## config.mk

```make
export PLATFORM = sky130hd
export DESIGN_NAME = alu_issue
export DESIGN_NICKNAME = d
export VERILOG_FILES = /design/src/rtl/alu_issue.sv
export SDC_FILE = /design/constraint.sdc
export NUM_CORES = 1
export LEC_CHECK = 0
export BUFFER_PORTS_ARGS = -buffer_cell sky130_fd_sc_hd__buf_2
export CAP_MARGIN = 0
export CORE_MARGIN = 1
export CORE_UTILIZATION = 55
export DETAILED_ROUTE_END_ITERATION = 16
export PLACE_DENSITY = 0.84
export SETUP_SLACK_MARGIN = 0.3
export SLEW_MARGIN = 20
export SYNTH_ARGS = -nofsm -noshare
export SYNTH_HDL_FRONTEND = slang
export SYNTH_SLANG_ARGS = --single-unit
```

## constraint.sdc

```tcl
create_clock -name clk -period 2.2 [get_ports clk]
set_clock_uncertainty 0.05 [all_clocks]
set_input_delay 0.33 -clock clk [delete_from_list [all_inputs] [get_ports clk]]
set_output_delay 0.33 -clock clk [all_outputs]
set_load 0.02 [all_outputs]
```

## src/rtl/alu_issue.sv

```systemverilog
`timescale 1ns/1ps
// -----------------------------------------------------------------------------
// alu_issue
//
// Issue/writeback stage around an external 16-bit combinational ALU.
//
// Instructions arrive over a valid/ready handshake. Operands are read from an
// 8x16 register file, with bypass from the two in-flight stages. The stage
// registers A/B/F/Cin toward the ALU (stage E). It captures Result/Status one
// cycle later (stage W), then commits them to the register file and the flags
// register through a backpressured writeback port.
//
// Ports
//   clk, rst_n                 clock, asynchronous active-low reset
//   instr_valid/instr_ready    instruction handshake
//   instr_op                   ALU opcode, or LDI (5'b11000)
//   instr_rd/rs1/rs2           destination, source A, source B
//   instr_imm                  immediate, used by LDI only
//   alu_a/alu_b/alu_f/alu_cin  registered operands, opcode and carry to the ALU
//   alu_result/alu_status      ALU outputs, status = {CF, ZF, NF, VF, PF, AF}
//   wb_valid/wb_ready          writeback handshake
//   wb_rd/wb_data              writeback destination and data
//   flags                      committed flags register
//   dbg_addr/dbg_data          combinational read of the committed register file
// -----------------------------------------------------------------------------
module alu_issue #(
    parameter int NREGS = 8,
    parameter int W     = 16
) (
    input  logic         clk,
    input  logic         rst_n,
    input  logic         instr_valid,
    output logic         instr_ready,
    input  logic [4:0]   instr_op,
    input  logic [2:0]   instr_rd,
    input  logic [2:0]   instr_rs1,
    input  logic [2:0]   instr_rs2,
    input  logic [W-1:0] instr_imm,
    output logic [W-1:0] alu_a,
    output logic [W-1:0] alu_b,
    output logic [4:0]   alu_f,
    output logic         alu_cin,
    input  logic [W-1:0] alu_result,
    input  logic [5:0]   alu_status,
    output logic         wb_valid,
    input  logic         wb_ready,
    output logic [2:0]   wb_rd,
    output logic [W-1:0] wb_data,
    output logic [5:0]   flags,
    input  logic [2:0]   dbg_addr,
    output logic [W-1:0] dbg_data
);

    localparam logic [4:0] OP_LDI = 5'b11000;

    // ------------------------------------------------------------------
    // Architectural state
    // ------------------------------------------------------------------
    logic [W-1:0] regs_q [NREGS];
    logic [5:0]   flags_q;
    logic [5:0]   flags_d;

    // ------------------------------------------------------------------
    // Stage E: registers driving the ALU plus the bookkeeping for them
    // ------------------------------------------------------------------
    logic [W-1:0] alu_a_q,   alu_a_d;
    logic [W-1:0] alu_b_q,   alu_b_d;
    logic [4:0]   alu_f_q,   alu_f_d;
    logic         alu_cin_q, alu_cin_d;
    logic         e_valid_q, e_valid_d;
    logic [2:0]   e_rd_q,    e_rd_d;
    logic         e_ldi_q,   e_ldi_d;
    logic [W-1:0] e_imm_q,   e_imm_d;

    // ------------------------------------------------------------------
    // Stage W: captured result waiting for the writeback consumer
    // ------------------------------------------------------------------
    logic         wb_valid_q, wb_valid_d;
    logic [2:0]   wb_rd_q,    wb_rd_d;
    logic [W-1:0] wb_data_q,  wb_data_d;
    logic [5:0]   w_status_q, w_status_d;
    logic         w_ldi_q,    w_ldi_d;

    // ------------------------------------------------------------------
    // Control
    // ------------------------------------------------------------------
    logic         advance;
    logic         accept;
    logic         commit;
    logic         op_legal;
    logic         op_is_ldi;
    logic [W-1:0] e_value;
    logic [W-1:0] rs1_val;
    logic [W-1:0] rs2_val;
    logic         cin_fwd;

    // Both stages move together; W only blocks when it holds an
    // uncommitted result that the consumer is refusing.
    assign advance     = !wb_valid_q || wb_ready;
    assign instr_ready = advance;
    assign accept      = instr_valid && advance;
    assign commit      = wb_valid_q && wb_ready;

    assign op_is_ldi = (instr_op == OP_LDI);

    // Opcode decode: anything outside these groups is accepted and dropped.
    always_comb begin
        op_legal = 1'b0;
        casez (instr_op)
            5'b00001,
            5'b00011,
            5'b001??,
            5'b010??,
            5'b10???,
            5'b11000: op_legal = 1'b1;
            default:  op_legal = 1'b0;
        endcase
    end

    // Value that the instruction currently in E will write back. For LDI the
    // ALU is still driven but its output is not used.
    assign e_value = e_ldi_q ? e_imm_q : alu_result;

    // Operand bypass: the newest in-flight producer wins. Because W is also
    // checked, a commit on the same edge as an accept never relies on the
    // register file's read-during-write behaviour.
    assign rs1_val = (e_valid_q  && (e_rd_q  == instr_rs1)) ? e_value   :
                     (wb_valid_q && (wb_rd_q == instr_rs1)) ? wb_data_q :
                     regs_q[instr_rs1];

    assign rs2_val = (e_valid_q  && (e_rd_q  == instr_rs2)) ? e_value   :
                     (wb_valid_q && (wb_rd_q == instr_rs2)) ? wb_data_q :
                     regs_q[instr_rs2];

    // Carry bypass: LDI does not produce flags, so the nearest older
    // flag-producing instruction provides CF. If there is none, the
    // committed CF is used.
    always_comb begin
        if (e_valid_q && !e_ldi_q) begin
            cin_fwd = alu_status[5];
        end else if (wb_valid_q && !w_ldi_q) begin
            cin_fwd = w_status_q[5];
        end else begin
            cin_fwd = flags_q[5];
        end
    end

    // ------------------------------------------------------------------
    // Pipeline next state
    // ------------------------------------------------------------------
    always_comb begin
        // Hold everything unless the pipeline advances.
        alu_a_d    = alu_a_q;
        alu_b_d    = alu_b_q;
        alu_f_d    = alu_f_q;
        alu_cin_d  = alu_cin_q;
        e_valid_d  = e_valid_q;
        e_rd_d     = e_rd_q;
        e_ldi_d    = e_ldi_q;
        e_imm_d    = e_imm_q;
        wb_valid_d = wb_valid_q;
        wb_rd_d    = wb_rd_q;
        wb_data_d  = wb_data_q;
        w_status_d = w_status_q;
        w_ldi_d    = w_ldi_q;

        if (advance) begin
            // W takes whatever E holds, including a bubble.
            wb_valid_d = e_valid_q;
            wb_rd_d    = e_rd_q;
            wb_data_d  = e_value;
            w_status_d = alu_status;
            w_ldi_d    = e_ldi_q;

            // Illegal opcodes are consumed here and simply leave a bubble.
            e_valid_d = accept && op_legal;
            if (accept && op_legal) begin
                e_rd_d    = instr_rd;
                e_ldi_d   = op_is_ldi;
                e_imm_d   = instr_imm;
                alu_a_d   = rs1_val;
                alu_b_d   = rs2_val;
                alu_f_d   = instr_op;
                alu_cin_d = cin_fwd;
            end
        end
    end

    // LDI results never touch the flags.
    always_comb begin
        flags_d = flags_q;
        if (commit && !w_ldi_q) begin
            flags_d = w_status_q;
        end
    end

    always_ff @(posedge clk or negedge rst_n) begin
        if (!rst_n) begin
            alu_a_q    <= '0;
            alu_b_q    <= '0;
            alu_f_q    <= '0;
            alu_cin_q  <= 1'b0;
            e_valid_q  <= 1'b0;
            e_rd_q     <= '0;
            e_ldi_q    <= 1'b0;
            e_imm_q    <= '0;
            wb_valid_q <= 1'b0;
            wb_rd_q    <= '0;
            wb_data_q  <= '0;
            w_status_q <= '0;
            w_ldi_q    <= 1'b0;
            flags_q    <= '0;
        end else begin
            alu_a_q    <= alu_a_d;
            alu_b_q    <= alu_b_d;
            alu_f_q    <= alu_f_d;
            alu_cin_q  <= alu_cin_d;
            e_valid_q  <= e_valid_d;
            e_rd_q     <= e_rd_d;
            e_ldi_q    <= e_ldi_d;
            e_imm_q    <= e_imm_d;
            wb_valid_q <= wb_valid_d;
            wb_rd_q    <= wb_rd_d;
            wb_data_q  <= wb_data_d;
            w_status_q <= w_status_d;
            w_ldi_q    <= w_ldi_d;
            flags_q    <= flags_d;
        end
    end

    // ------------------------------------------------------------------
    // Register file: one write port (commit), combinational reads.
    // Every entry resets to zero; r0 is an ordinary register.
    // ------------------------------------------------------------------
    for (genvar gi = 0; gi < NREGS; gi++) begin : g_regfile
        localparam logic [2:0] IDX = 3'(gi);

        always_ff @(posedge clk or negedge rst_n) begin
            if (!rst_n) begin
                regs_q[gi] <= '0;
            end else if (commit && (wb_rd_q == IDX)) begin
                regs_q[gi] <= wb_data_q;
            end
        end
    end

    // ------------------------------------------------------------------
    // Outputs
    // ------------------------------------------------------------------
    assign alu_a    = alu_a_q;
    assign alu_b    = alu_b_q;
    assign alu_f    = alu_f_q;
    assign alu_cin  = alu_cin_q;
    assign wb_valid = wb_valid_q;
    assign wb_rd    = wb_rd_q;
    assign wb_data  = wb_data_q;
    assign flags    = flags_q;
    assign dbg_data = regs_q[dbg_addr];

endmodule

```

==> results of run 1 <==
-- metal layers --
layer  routed length [um]  GRT usage  vias to the layer above  part of all wire
met1                14200      0.450                     4984              0.34
met4                 2800      0.178                        2             0.068
met5                    9          0                        -           0.00022
met2                19200      0.551                      962              0.47
met3                 5020     0.0774                      254              0.12
li1                     -          -                     3796                 -
-- where the power goes --
| part | switching, mW | internal, mW | total [mW] |
|---|---|---|---|
| combinational | 4.32 | 5.30 | 9.62 |
| clock | 1.71 | 2.23 | 3.95 |
| sequential | 1.51 | 5.63 | 7.14 |
-- Yosys cell counts (all sizes together) (3+ instances only) --
master | n | area (um^2)
clkbuf | 44 | 165
and2 | 4 | 27.5
mux2i | 48 | 480
nor2 | 54 | 203
buf | 38 | 220
xnor2 | 6 | 52.6
mux2 | 194 | 2180
nand4 | 3 | 31.3
nand2b | 5 | 31.3
dfrtp | 220 | 5510
a21oi | 18 | 90.1
o21ai | 3 | 15.0
mux4 | 96 | 2160
nand2 | 77 | 289
a221oi | 30 | 325
xor2 | 6 | 52.6
-- final cells by class --
type | count | area (um^2) | share of cell area
clock inverters | 11 | 90.1 | 0.00586
repair buffers | 338 | 2550 | 0.166
flip-flops and latches | 220 | 5510 | 0.358
well taps | 275 | 344 | 0.0224
clock buffers | 29 | 658 | 0.0428
multi-input cells | 558 | 6210 | 0.404
inverters | 2 | 7.51 | 0.000488
-- state kept, by name, summed over array words and instances, names as in the netlist --
signal      cells
w_ldi_q         1
e_rd_q          3
flags           6
wb_valid        1
alu_a          16
alu_b          16
alu_cin         1
w_status_q      6
e_valid_q       1
wb_data        16
e_imm_q        16
wb_rd           3
alu_f           5
e_ldi_q         1
regs_q        128
-- critical path: stages, from the launching register on --
cell     delay (ns)
dfrtp_1        0.43
mux4_2         0.54
mux2_4         0.31
buf_6          0.14
-- per-stage QoR --
stage                     total power, mW  hold slack, ns
after global routing                 21.3         0.00483
after detailed placement             13.4           0.245
final                                20.7        -0.00337
after CTS                            19.0        0.000728
after floorplan                      11.4         -0.0156
after global placement               13.1           0.250
-- timing repair --
| item | CTS | global route |
|---|---|---|
| hold endpoints to repair | 75 | 1 |
| pin swaps | 0 | 5 |
| setup buffers | 108 | 30 |
| resized for setup | 49 | 41 |
| cloned | 1 | 0 |
| setup endpoints to repair | 48 | 155 |
| hold buffers | 20 | 1 |
-- cell families after synthesis --
family	count (synthesis)
AO/OA/AOI/OAI	55
XOR/XNOR	12
buffers and inverters	84
flip-flops	220
multiplexers	338
AND/OR/NAND/NOR	153
-- worst max-delay path by stage --
| stage | from | endpoint | slack, ns |
|---|---|---|---|
| floorplan | wb_rd[1]$_DFFE_PN0N_ | regs_q[101]$_DFFE_PN0P_ | 0.29 |
| global placement | instr_op[3] | alu_b[2]$_DFFE_PN0P_ | 0.04 |
| detailed placement | instr_op[3] | alu_b[1]$_DFFE_PN0P_ | 0.02 |
| CTS | regs_q[126]$_DFFE_PN0P_ | dbg_data[14] | -0.01 |
| global route | regs_q[72]$_DFFE_PN0P_ | dbg_data[8] | -0.12 |
| finish | regs_q[72]$_DFFE_PN0P_ | dbg_data[8] | -0.12 |
==> results.cfg, run 1 <==
[synth]
ys_seq_area_frac = 0.461
ys_seq_elements = 220
yosys.area_share.simple = 0.0550
synth_cell_type_count = 34
synth_compound_area_frac = 0.0387
avgSynthCellArea_um2 = 13.9
syn-num-nets = 921
synthCells = 862
synth_area_um2 = 12000
synth_edf_count = 0
synth_xor_area_frac = 0.00879
synthMuxAreaShare = 0.404
synthFlopType = dfrtp_1
synth_top_family_by_area = multiplexers
synthAdderAreaFrac = 0
yosysWarnings = 0
async_flop_share = 1.00

[die]
num_rows = 53
core_area_um2 = 21200
initial_core_util = 0.565
io_pins = 140
fp.dieH_um = 149
die_w_um = 149
dieArea_um2 = 22300

[power]
ir_drop_mv = 0.608
leakagePower_nw = 7.10
powerDensity_nw_per_um2 = 1350

[outcome]
status = complete, but fails checks
failed_checks = hold timing, setup timing

[cells_and_area]
filler_cell_count = 1106
n_antenna_cell = 0
synthToLayoutAreaGrowth_pct = 28.6
instances_no_fill = 1433
final_nets = 1201
stdcell_area_um2 = 15400
mostFrequentLayoutCells = dfrtp_1 (216), buf_4 (155), mux2_2 (144)
final_core_util = 0.727
final_common_cell = dfrtp_1
drive_gt1_frac = 0.563

[drt]
routed-via-count = 9998
routed_via_density = 6.98
drt-initial-drc-count = 1289
first_pass_iters = 5
ant_nets = 0
detail_route.wl_per_cell_um = 28.8
drc = 0
wl_um = 41200

[clock_network]
cts.sinks = 220
path_clk_slew_ns = 0.08
cts.path.max_buffers = 3
cts_inserted_buffers = 22
clock-root-buffer = clkbuf_16
htreeDepth = 1
cts_tree = yes
clock_latency_ns = 0.53

[worst_setup_path]
ff2ff_path_depth = 6
critPathKind = register to output pin
crit_path_start_kind = register
worstPathRequired_ns = 1.82
ff2ff_setup_slack_ns = 0.22
worstPathArrival_ns = 1.94
r2r-end = alu_b[9]$_DFFE_PN0P_
rr_startpoint = regs_q[89]$_DFFE_PN0P_
crit_path_end_kind = output pin
cp_max_fo = 2

[min_path]
hold_path_depth = 2
hp-start = alu_status[0]
hold_path.class = input pin to register
holdPathEnd = w_status_q[0]$_DFFE_PN0N_

[timing]
relSlewSlack = 0.542
slew_violations = 0
rsz0062_at_grt = true
min_period_over_period = 1.06
fmax_mhz = 431
setup_violations = 13
worst_slack_ns = -0.122
worst_pin_slew_ns = 0.687
fin_crit_ns = 2.32
holdWs_ns = -0.00337
hold_viol_final = 1
setup-tns-final_ns = -0.638

[global_route]
grt_max_degree = 61
overflow = 0
antenna_found_initial = 1
grt_pass1_wl_um = 58300
grt_usage = 0.347
grt_pass1_vias = 9948

[placed_design]
port_buffers = 139
dp_slack_ns = 0.0173
post-place-cells = 1233
place_congestion = 0.843
post-dp-hpwl_um = 20300
dpl_cell_area_um2 = 13000

[run]
max_cap_violations = 0
Note: power is estimated with default switching activity, not from simulation.
==> run 2, diff against run 1 <==
- CORE_UTILIZATION: 55 -> 47
- PLACE_DENSITY: 0.84 -> 0.67
==> run 2 against run 1 <==
  * The run ends with setup timing left
  * Register-to-register slack better by 0.12 ns
  * Worst setup slack improved by 0.097 ns
  * Sequential cell count unchanged
  * Non-clock buffer count fell by 6
  * Combinational power decreased by 12%
  * Largest power group unchanged
  * Highest routed layer is now met4
==> results.cfg, run 2 (synthesis results as in run 1) <==
[cells_and_area]
synthToLayoutAreaGrowth_pct = 29.1
n_antenna_cell = 0
instances_no_fill = 1480
mostFrequentLayoutCells = dfrtp_1 (219), buf_4 (154), mux2_2 (152)
largest-register = regs_q
final_core_util = 0.627
final_common_cell = dfrtp_1
largest_reg_flops = 128
drive_gt1_frac = 0.555
final_nets = 1198
stdcell_area_um2 = 15400

[clock_network]
cts.path.max_buffers = 3
clock_latency_ns = 0.52
path_clk_slew_ns = 0.06
cts_inserted_buffers = 25
cts_tree = yes
clock-root-buffer = clkbuf_16
htreeDepth = 1
cts.sinks = 220

[min_path]
hp-start = alu_status[3]
hold_path.class = input pin to register

[power]
pwr-share-seq = 0.348
leakagePower_nw = 7.08
powerDensity_nw_per_um2 = 1270
p_sw_frac = 0.328
pwr-share-clk = 0.219
p_sw_mw = 6.45
ir_drop_mv = 0.730
comb_power_share = 0.433
p_int_mw = 13.2
p_total_mw = 19.6

[outcome]
status = complete, but fails checks
failed_checks = setup timing

[drt]
wl_um = 33400
first_pass_iters = 5
routed_via_density = 5.81
detail_route.wl_per_cell_um = 22.6
drc = 0
ant_nets = 0
drt-initial-drc-count = 753
routed-via-count = 8597

[die]
io_pins = 140
initial_core_util = 0.486
fp.dieH_um = 161
die_w_um = 161
num_rows = 57
core_area_um2 = 24600
dieArea_um2 = 26100

[worst_setup_path]
worstPathRequired_ns = 1.82
cp-startpoint = regs_q[70]$_DFFE_PN0P_
critPathKind = register to output pin
worstPathArrival_ns = 1.85
rr_startpoint = wb_valid$_DFFE_PN0N_
cp_max_fo = 2
crit_path_start_kind = register
crit_path_end_kind = output pin

[timing]
fmax_mhz = 449
hold_viol_final = 0
worst_slack_ns = -0.0257
setup-tns-final_ns = -0.0793
relSlewSlack = 0.523
rsz0062_at_grt = true
min_period_over_period = 1.01
slew_violations = 0
worst_pin_slew_ns = 0.715
fin_crit_ns = 2.23
setup_violations = 7

[global_route]
grt_pass1_wl_um = 52800
grt_max_degree = 63
grt_usage = 0.263
overflow = 0
antenna_found_initial = 0
grt_pass1_vias = 9128

[placed_design]
dpl_cell_area_um2 = 13200
place_congestion = 0.820
port_buffers = 139
post-dp-hpwl_um = 21200
post-place-cells = 1290

[run]
max_cap_violations = 0
==> run 2: cell types whose count changed in the layout (fill, tap and decap cells not counted), moves of 3 or more <==
| cell | delta |
|---|---|
| dfrtp_2 | -3 |
| buf_6 | -13 |
| mux2_2 | +8 |
| mux2_4 | -8 |
| dlygate4sd3_1 | +4 |
| dfrtp_1 | +3 |
==> run 2: critical path: stages, from the launching register on <==
cell     delay (ns)
dfrtp_1        0.40
mux4_2         0.50
mux2_4         0.30
buf_6          0.13
==> run 2: worst paths after layout <==
kind	to	slack (ns)	cells past startpoint
max in group asynchronous	regs_q[78]$_DFFE_PN0P_	1.13	3
setup reg to reg	regs_q[122]$_DFFE_PN0P_	0.34	5
hold / removal	w_status_q[3]$_DFFE_PN0N_	0.01	2
hold reg to reg	alu_cin$_DFFE_PN0P_	0.42	2
setup / recovery	dbg_data[6]	-0.03	3
min in group asynchronous	e_imm_q[7]$_DFFE_PN0P_	0.28	2
==> run 2: metrics by stage <==
step / setup slack (ns) / hold slack, ns
global placement: 0.0162 / 0.253
floorplan: 0.289 / -0.0156
global route: -0.0559 / 0.00501
detailed placement: -0.0317 / 0.247
CTS: -0.0209 / 0.0000235
finish: -0.0257 / 0.0141
==> run 2: per-layer routing <==
layer / global-route usage / routed length [um] / up-vias
li1: - / - / 3788
met1: 0.361 / 14500 / 4458
met2: 0.438 / 16200 / 304
met3: 0.0380 / 2050 / 47
met4: 0.0733 / 691 / 0
met5: 0 / 0 / -
==> run 2: power groups by stage <==
| stage | clock (mW) | combinational, mW | sequential, mW |
|---|---|---|---|
| final | 4.30 | 8.50 | 6.83 |
| after global routing | 4.52 | 9.09 | 7.01 |
| after CTS | 4.36 | 8.19 | 6.76 |
| after detailed placement | 0 | 6.19 | 7.19 |
| after global placement | 0 | 6.10 | 7.10 |
| after floorplan | 0 | 4.28 | 7.09 |
==> run 2: cell type report <==
cell class | instances | area (um^2)
fill | 1779 | 9170
sequential | 220 | 5510
timing repair buffer | 332 | 2480
tap | 324 | 405
clock inverter | 14 | 156
multi-input combinational | 558 | 6180
inverter | 2 | 7.51
clock buffer | 30 | 694
==> run 2: timing repair <==
action / CTS / global route
resized for setup: 45 / 17
hold buffers: 25 / 0
pin swaps: 0 / 3
gates cloned: 1 / 0
setup endpoints to repair: 49 / 46
hold endpoints to repair: 80 / 0
buffers inserted: 102 / 18
